[config.mk]
export PLATFORM = sky130hd
export DESIGN_NAME = avr_prefetch
export DESIGN_NICKNAME = d
export VERILOG_FILES = /design/src/rtl/avr_pkg.sv /design/src/rtl/avr_prefetch_fifo.sv /design/src/rtl/avr_prefetch.sv
export SDC_FILE = /design/constraint.sdc
export NUM_CORES = 1
export LEC_CHECK = 0
export CAP_MARGIN = 20
export CELL_PAD_IN_SITES_DETAIL_PLACEMENT = 0
export CELL_PAD_IN_SITES_GLOBAL_PLACEMENT = 1
export CORE_ASPECT_RATIO = 0.9
export CORE_MARGIN = 4
export CORE_UTILIZATION = 30
export DETAILED_ROUTE_END_ITERATION = 12
export HOLD_SLACK_MARGIN = 0.08
export PLACE_DENSITY_LB_ADDON = 0.08
export SYNTH_ARGS = -nofsm -noshare
export SYNTH_HDL_FRONTEND = slang
export SYNTH_HIERARCHICAL = 1
export SYNTH_SLANG_ARGS = --single-unit
export TNS_END_PERCENT = 50
[constraint.sdc]
create_clock -name CLK -period 5.5 [get_ports CLK]
set_clock_uncertainty 0.1 [all_clocks]
set_input_delay 1.1 -clock CLK [delete_from_list [all_inputs] [get_ports CLK]]
set_output_delay 1.1 -clock CLK [all_outputs]
set_load 0.01 [all_outputs]
[src/rtl/avr_pkg.sv]
// Shared definitions for the AVR instruction prefetch path: fetch FSM states
// and the opcode patterns that mark a two-word instruction.
package avr_pkg;

  typedef enum logic [1:0] {
    ST_IDLE      = 2'd0,
    ST_WAIT      = 2'd1,
    ST_WAIT_DROP = 2'd2
  } fetch_state_t;

  localparam logic [15:0] LDS_STS_MASK  = 16'hFE0F;
  localparam logic [15:0] LDS_VAL       = 16'h9000;
  localparam logic [15:0] STS_VAL       = 16'h9200;
  localparam logic [15:0] JMP_CALL_MASK = 16'hFE0E;
  localparam logic [15:0] JMP_VAL       = 16'h940C;
  localparam logic [15:0] CALL_VAL      = 16'h940E;

  // LDS/STS carry a 16-bit data address, JMP/CALL a 22-bit program address.
  function automatic logic is_two_word(input logic [15:0] w);
    logic lds_sts;
    logic jmp_call;
    lds_sts  = ((w & LDS_STS_MASK) == LDS_VAL) || ((w & LDS_STS_MASK) == STS_VAL);
    jmp_call = ((w & JMP_CALL_MASK) == JMP_VAL) || ((w & JMP_CALL_MASK) == CALL_VAL);
    return lds_sts || jmp_call;
  endfunction

endpackage

[src/rtl/avr_prefetch_fifo.sv]
// Circular prefetch buffer of {pc, word} entries; can retire one or two words
// per cycle alongside a push, and exposes the head plus the following word.
module avr_prefetch_fifo #(
  parameter int DEPTH = 4,
  parameter int WIDTH = 32
) (
  input  logic                    CLK,
  input  logic                    RST,
  input  logic                    push,
  input  logic [WIDTH-1:0]        wdata,
  input  logic                    pop1,
  input  logic                    pop2,
  input  logic                    flush,
  output logic [$clog2(DEPTH):0]  count,
  output logic [WIDTH-1:0]        head,
  output logic [15:0]             next_word
);

  localparam int AW = $clog2(DEPTH);
  localparam int CW = AW + 1;

  logic [WIDTH-1:0] mem [DEPTH];
  logic [AW-1:0]    wr_ptr;
  logic [AW-1:0]    rd_ptr;
  logic [AW-1:0]    rd_next;
  logic [CW-1:0]    pop_cnt;

  always_comb begin
    pop_cnt = '0;
    if (pop2) begin
      pop_cnt = CW'(2);
    end else if (pop1) begin
      pop_cnt = CW'(1);
    end
  end

  assign rd_next   = rd_ptr + AW'(1);
  assign head      = mem[rd_ptr];
  assign next_word = mem[rd_next][15:0];

  always_ff @(posedge CLK or negedge RST) begin
    if (!RST) begin
      wr_ptr <= '0;
      rd_ptr <= '0;
      count  <= '0;
    end else if (flush) begin
      wr_ptr <= '0;
      rd_ptr <= '0;
      count  <= '0;
    end else begin
      if (push) begin
        wr_ptr <= wr_ptr + AW'(1);
      end
      // Pointer width equals log2(DEPTH), so the truncated add wraps modulo DEPTH.
      rd_ptr <= rd_ptr + pop_cnt[AW-1:0];
      count  <= count + CW'(push) - pop_cnt;
    end
  end

  always_ff @(posedge CLK) begin
    if (push && !flush) begin
      mem[wr_ptr] <= wdata;
    end
  end

endmodule

[src/rtl/avr_prefetch.sv]
// AVR program-memory prefetcher: keeps a small word buffer filled ahead of the
// core and presents whole one- or two-word instructions from its head.
module avr_prefetch
  import avr_pkg::*;
#(
  parameter int PC_W  = 16,
  parameter int DEPTH = 4
) (
  input  logic            CLK,
  input  logic            RST,
  output logic [PC_W-1:0] p_addr,
  output logic            p_req,
  input  logic            p_ack,
  input  logic [15:0]     p_rdata,
  input  logic            redirect,
  input  logic [PC_W-1:0] redirect_pc,
  output logic [31:0]     instr,
  output logic [PC_W-1:0] instr_pc,
  output logic            instr_2w,
  output logic            instr_valid,
  input  logic            instr_ready
);

  localparam int CW = $clog2(DEPTH) + 1;
  localparam int EW = 16 + PC_W;
  localparam logic [CW-1:0] FULL = CW'(DEPTH);

  fetch_state_t    state;
  logic [PC_W-1:0] fetch_pc;
  logic [CW-1:0]   count;
  logic [CW-1:0]   pop_cnt;
  logic [EW-1:0]   head;
  logic [15:0]     head_word;
  logic [15:0]     next_word;
  logic            head_2w;
  logic            avail;
  logic            take;
  logic            pop1;
  logic            pop2;
  logic            push;
  logic            room_idle;
  logic            room_after_push;

  assign head_word = head[15:0];
  assign head_2w   = is_two_word(head_word);
  assign avail     = head_2w ? (count >= CW'(2)) : (count != '0);

  // A redirect flushes the buffer, so a simultaneous handshake must not pop.
  assign take    = avail && instr_ready && !redirect;
  assign pop1    = take && !head_2w;
  assign pop2    = take && head_2w;
  assign pop_cnt = pop2 ? CW'(2) : (pop1 ? CW'(1) : '0);
  assign push    = (state == ST_WAIT) && p_ack && !redirect;

  assign room_idle       = (count - pop_cnt) < FULL;
  assign room_after_push = (count + CW'(1) - pop_cnt) < FULL;

  avr_prefetch_fifo #(
    .DEPTH (DEPTH),
    .WIDTH (EW)
  ) u_fifo (
    .CLK       (CLK),
    .RST       (RST),
    .push      (push),
    .wdata     ({fetch_pc, p_rdata}),
    .pop1      (pop1),
    .pop2      (pop2),
    .flush     (redirect),
    .count     (count),
    .head      (head),
    .next_word (next_word)
  );

  always_comb begin
    instr_valid = avail;
    instr       = '0;
    instr_pc    = '0;
    instr_2w    = 1'b0;
    if (avail) begin
      instr    = {(head_2w ? next_word : 16'h0000), head_word};
      instr_pc = head[EW-1:16];
      instr_2w = head_2w;
    end
  end

  // p_addr tracks the outstanding request; fetch_pc may already point past a
  // redirect while a to-be-dropped request is still waiting for its ack.
  always_ff @(posedge CLK or negedge RST) begin
    if (!RST) begin
      state    <= ST_IDLE;
      fetch_pc <= '0;
      p_addr   <= '0;
      p_req    <= 1'b0;
    end else begin
      unique case (state)
        ST_IDLE: begin
          if (redirect) begin
            fetch_pc <= redirect_pc;
          end else if (room_idle) begin
            state  <= ST_WAIT;
            p_req  <= 1'b1;
            p_addr <= fetch_pc;
          end
        end
        ST_WAIT: begin
          if (p_ack) begin
            if (redirect) begin
              fetch_pc <= redirect_pc;
              p_addr   <= redirect_pc;
            end else begin
              fetch_pc <= fetch_pc + PC_W'(1);
              if (room_after_push) begin
                p_addr <= fetch_pc + PC_W'(1);
              end else begin
                state <= ST_IDLE;
                p_req <= 1'b0;
              end
            end
          end else if (redirect) begin
            fetch_pc <= redirect_pc;
            state    <= ST_WAIT_DROP;
          end
        end
        ST_WAIT_DROP: begin
          if (redirect) begin
            fetch_pc <= redirect_pc;
          end
          if (p_ack) begin
            state  <= ST_WAIT;
            p_addr <= redirect ? redirect_pc : fetch_pc;
          end
        end
        default: begin
          state <= ST_IDLE;
          p_req <= 1'b0;
        end
      endcase
    end
  end

endmodule
==> results.md <==
- Net count of the mapped netlist: around 680
- Post-cts repair resize count: 0
- Post CTS Setup Buffer Count: 0
- Crit path arrival time: about 3.8 ns
- Most frequently used flop master after synthesis: sky130_fd_sc_hd__edfxtp_1
- Relative max-transition margin: 0.500
- Via density per instance: 5.01
- Type of element capturing the critical path: primary output
- Sum of overflow across all layers after global routing: 0
- Final ANT Viol Nets: 0
- Area of the core: about 29000 µm²
- Router iterations before antenna repair: 5
- Crit path launch type: register
- Fin crit period: about 5.0 ns
- Final GP Congestion: 0.715
- Number of clock sinks: 170
- Fin crit share: 0.905
- Total negative setup slack: 0 ns
- Global-route wire length before repair: 36000 µm
- Setup repair after global routing missed its margin: no
- Cell Pwr Density: 442 nW/µm²
- Data required time of the worst path: around 4.3 ns
- Die X: ~190 µm
- Global-route total usage across every layer: 0.144
- Boundary pin count: approximately 100
- Portion of the post-synthesis area used by sequential elements: 0.556
- Hold-fix buffers at CTS: 0
- Clk Latency, worst-skew pair: roughly 0.43 ns
- Antenna diode instance count: 0
- Detailed Place HPWL: 14900 µm
- Mapped Area: between 8000 and 9000 µm²
- Via count of the first global-routing pass: around 6000
- Antenna violations before repair: 0
- Final layout net count: 775
- Post-synth ARST share: 0.247
- Largest net degree at the start of global routing: just under 70
- Share of cells above drive strength 1: 0.184
- Worst hold-check path type: reg2reg
- Clock slew seen by the registers of the worst setup and hold paths: approximately 0.070 ns
- Number of violations of the max-capacitance limit: 0
- Post-synthesis cell type count: 68
- Maximum fanout count along the critical path: 17
- DR vias: approximately 5700
- Yosys reg bits: 170
- Die ar.: between 30000 and 40000 µm²
- Static Leakage: ~3.8 nW
- Number of instances in the synthesized netlist: 623
- TritonCTS clock tree: built
- Clock root buffer master: sky130_fd_sc_hd__clkbuf_16
- Residual DRC: 0
- Number of buffers between clock root and the deepest sink: 2
- Status: completed
- Placement Rows: roughly 60
- EDFF count, synth: 128
- Fin. Hold Viols: 0
- Initial core utilization: 0.304
- Count of routing violations after the opening detailed-route iteration: ~400
- Type of the setup path with the least slack: reg2out
- Routed length per instance: roughly 20 µm
- Setup Viol. Count Final: 0
- Final Slew Violations: 0
- Growth of design area from synthesis to finish: 23.1%
- Placed cell areas: a little over 10000 µm²
- Slew at the pin with the worst max-slew slack: approximately 0.75 ns
- Height of the die: between 150 and 200 µm
- Maximum VDD drop: about 240 µV
- Area of all placed cells without fillers: 10800 µm²
- Number of buffers inserted during clock tree synthesis: 17
- Total Wirelength: 22600 µm
- Number of synthesis warnings: 6
- Level count of the clock H-tree: 4
- Achievable clock frequency: roughly 0.2 GHz
- Total of buffers placed on input and output ports: about 100
- Post-Synthesis Mean Instance Area: about 14 µm²
[area by class of cell]
class / instances / area [µm²]
Tap cell: 396 / 495
Clock buffer: 17 / 425
Inverter: 29 / 109
Clock inverter: 15 / 168
Fill cell: 2772 / 18100
Sequential cell: 170 / 4900
Timing Repair Buffer: 123 / 1180
Multi-Input combinational cell: 381 / 3560
[worst paths after layout]
path                                   from                to  slack (ns)  depth (start not counted)
hold reg to reg                       p_req             p_req        0.41                          1
hold / removal                        p_req             p_req        0.41                          1
setup reg to reg           u_fifo/rd_ptr[1]         p_addr[8]        0.65                         13
max in group asynchronous               RST  u_fifo/rd_ptr[0]        4.19                          2
setup / recovery           u_fifo/rd_ptr[1]         instr[17]        0.52                          8
min in group asynchronous               RST       fetch_pc[7]        0.66                          2
[flip-flops by register name, indices dropped and copies added, names as in the netlist]
register,flops
u_fifo/wr_ptr,2
p_req,1
u_fifo/mem,128
u_fifo/rd_ptr,2
fetch_pc,16
u_fifo/count,3
p_addr,16
state,2
[layer usage]
layer | global-route usage | vias to the layer above | part of all wire
met1 | 0.204 | 2908 | 0.49
li1 | - | 2608 | -
met4 | 0.0253 | 0 | 0.0067
met5 | 0 | - | 0
met3 | 0.0308 | 9 | 0.038
met2 | 0.233 | 141 | 0.47
[report_power, final]
part / switching (W) / internal (W) / total, W
combinational: 0.000914 / 0.000889 / 0.00180
clock: 0.000579 / 0.000615 / 0.00119
sequential: 0.000215 / 0.00158 / 0.00179
[kinds of logic (layout without fill, tap and decap cells)]
group                      count (synthesis)  in the layout  share of synthesized area
AOI/OAI and AO/OA                        112            112                     0.0941
xor gates and xnor gates                   8              8                     0.0111
adders and majority gates                 16             16                     0.0236
buffers and inverters                     72            184                     0.0394
DFF                                      170            170                      0.556
muxes                                     79             79                      0.167
and+or+nand+nor                          166            166                      0.109
[synthesized netlist by cell type (2+ instances only)]
library cell / n / share of area
sky130_fd_sc_hd__a21oi_1: 19 / 0.011
sky130_fd_sc_hd__nor4_1: 4 / 0.0028
sky130_fd_sc_hd__ha_1: 15 / 0.021
sky130_fd_sc_hd__o31ai_1: 8 / 0.0068
sky130_fd_sc_hd__o211ai_1: 2 / 0.0017
sky130_fd_sc_hd__o2111ai_1: 6 / 0.0060
sky130_fd_sc_hd__o21a_1: 2 / 0.0017
sky130_fd_sc_hd__a221o_1: 5 / 0.0057
sky130_fd_sc_hd__o21ai_0: 25 / 0.014
sky130_fd_sc_hd__nor3_1: 4 / 0.0023
sky130_fd_sc_hd__or3_1: 2 / 0.0014
sky130_fd_sc_hd__a311oi_1: 5 / 0.0050
sky130_fd_sc_hd__nand3b_1: 6 / 0.0051
sky130_fd_sc_hd__and3_1: 8 / 0.0057
sky130_fd_sc_hd__nor2_1: 19 / 0.0081
sky130_fd_sc_hd__nand3_1: 14 / 0.0080
sky130_fd_sc_hd__nand2_1: 27 / 0.012
sky130_fd_sc_hd__mux2_2: 15 / 0.019
sky130_fd_sc_hd__mux2_4: 9 / 0.015
sky130_fd_sc_hd__buf_6: 5 / 0.0064
sky130_fd_sc_hd__edfxtp_1: 128 / 0.44
sky130_fd_sc_hd__buf_4: 5 / 0.0043
sky130_fd_sc_hd__o211a_1: 2 / 0.0023
sky130_fd_sc_hd__nor2b_1: 13 / 0.0092
sky130_fd_sc_hd__a32oi_1: 6 / 0.0060
sky130_fd_sc_hd__nand2b_1: 3 / 0.0021
sky130_fd_sc_hd__clkbuf_1: 29 / 0.012
sky130_fd_sc_hd__dfrtp_1: 42 / 0.12
sky130_fd_sc_hd__o221ai_1: 3 / 0.0030
sky130_fd_sc_hd__xnor3_1: 2 / 0.0051
sky130_fd_sc_hd__and2_1: 55 / 0.039
sky130_fd_sc_hd__a22oi_1: 7 / 0.0060
sky130_fd_sc_hd__a221oi_1: 4 / 0.0040
sky130_fd_sc_hd__inv_1: 29 / 0.012
sky130_fd_sc_hd__mux2i_1: 7 / 0.0080
sky130_fd_sc_hd__buf_2: 2 / 0.0011
sky130_fd_sc_hd__mux4_1: 4 / 0.012
sky130_fd_sc_hd__mux4_2: 44 / 0.11
sky130_fd_sc_hd__xnor2_1: 5 / 0.0050
sky130_fd_sc_hd__a31oi_1: 5 / 0.0036
[worst max-delay path: stages, from the launching register on]
cell                              delay (ns)
sky130_fd_sc_hd__dfrtp_2                0.65
sky130_fd_sc_hd__mux4_2                 0.57
sky130_fd_sc_hd__nand3b_1               0.26
sky130_fd_sc_hd__a2111oi_4              0.56
sky130_fd_sc_hd__nand2_1                0.16
sky130_fd_sc_hd__nor2_1                 0.17
sky130_fd_sc_hd__buf_4                  0.24
sky130_fd_sc_hd__and2_1                 0.19
sky130_fd_sc_hd__clkdlybuf4s50_1        0.54
[placed cells by master (no fill, tap or decap), types with 14 or more instances in the layout]
master                            count
sky130_fd_sc_hd__and2_1              55
sky130_fd_sc_hd__clkbuf_16           17
sky130_fd_sc_hd__buf_4               19
sky130_fd_sc_hd__nor2_1              19
sky130_fd_sc_hd__nand2_1             27
sky130_fd_sc_hd__dfrtp_1             40
sky130_fd_sc_hd__clkdlybuf4s50_1    101
sky130_fd_sc_hd__inv_1               29
sky130_fd_sc_hd__ha_1                15
sky130_fd_sc_hd__edfxtp_1           128
sky130_fd_sc_hd__mux2_2              15
sky130_fd_sc_hd__a21oi_1             19
sky130_fd_sc_hd__nand3_1             14
sky130_fd_sc_hd__o21ai_0             25
sky130_fd_sc_hd__mux4_2              44
[through the flow]
stage | total power, W | worst slack [ns] | hold WS (ns) | std cells | util
2_1_floorplan | 0.00290 | 0.918 | 0.371 | 623 | -
3_3_place_gp | 0.00361 | 0.725 | 0.395 | 1099 | 0.354
3_5_place_dp | 0.00364 | 0.638 | 0.385 | 1099 | 0.354
4_1_cts | 0.00486 | 0.459 | 0.417 | 1131 | 0.375
5_1_grt | 0.00511 | 0.175 | 0.429 | 1131 | 0.375
6_report | 0.00479 | 0.524 | 0.409 | 1131 | 0.375
Power figures use the tool's default switching activity.
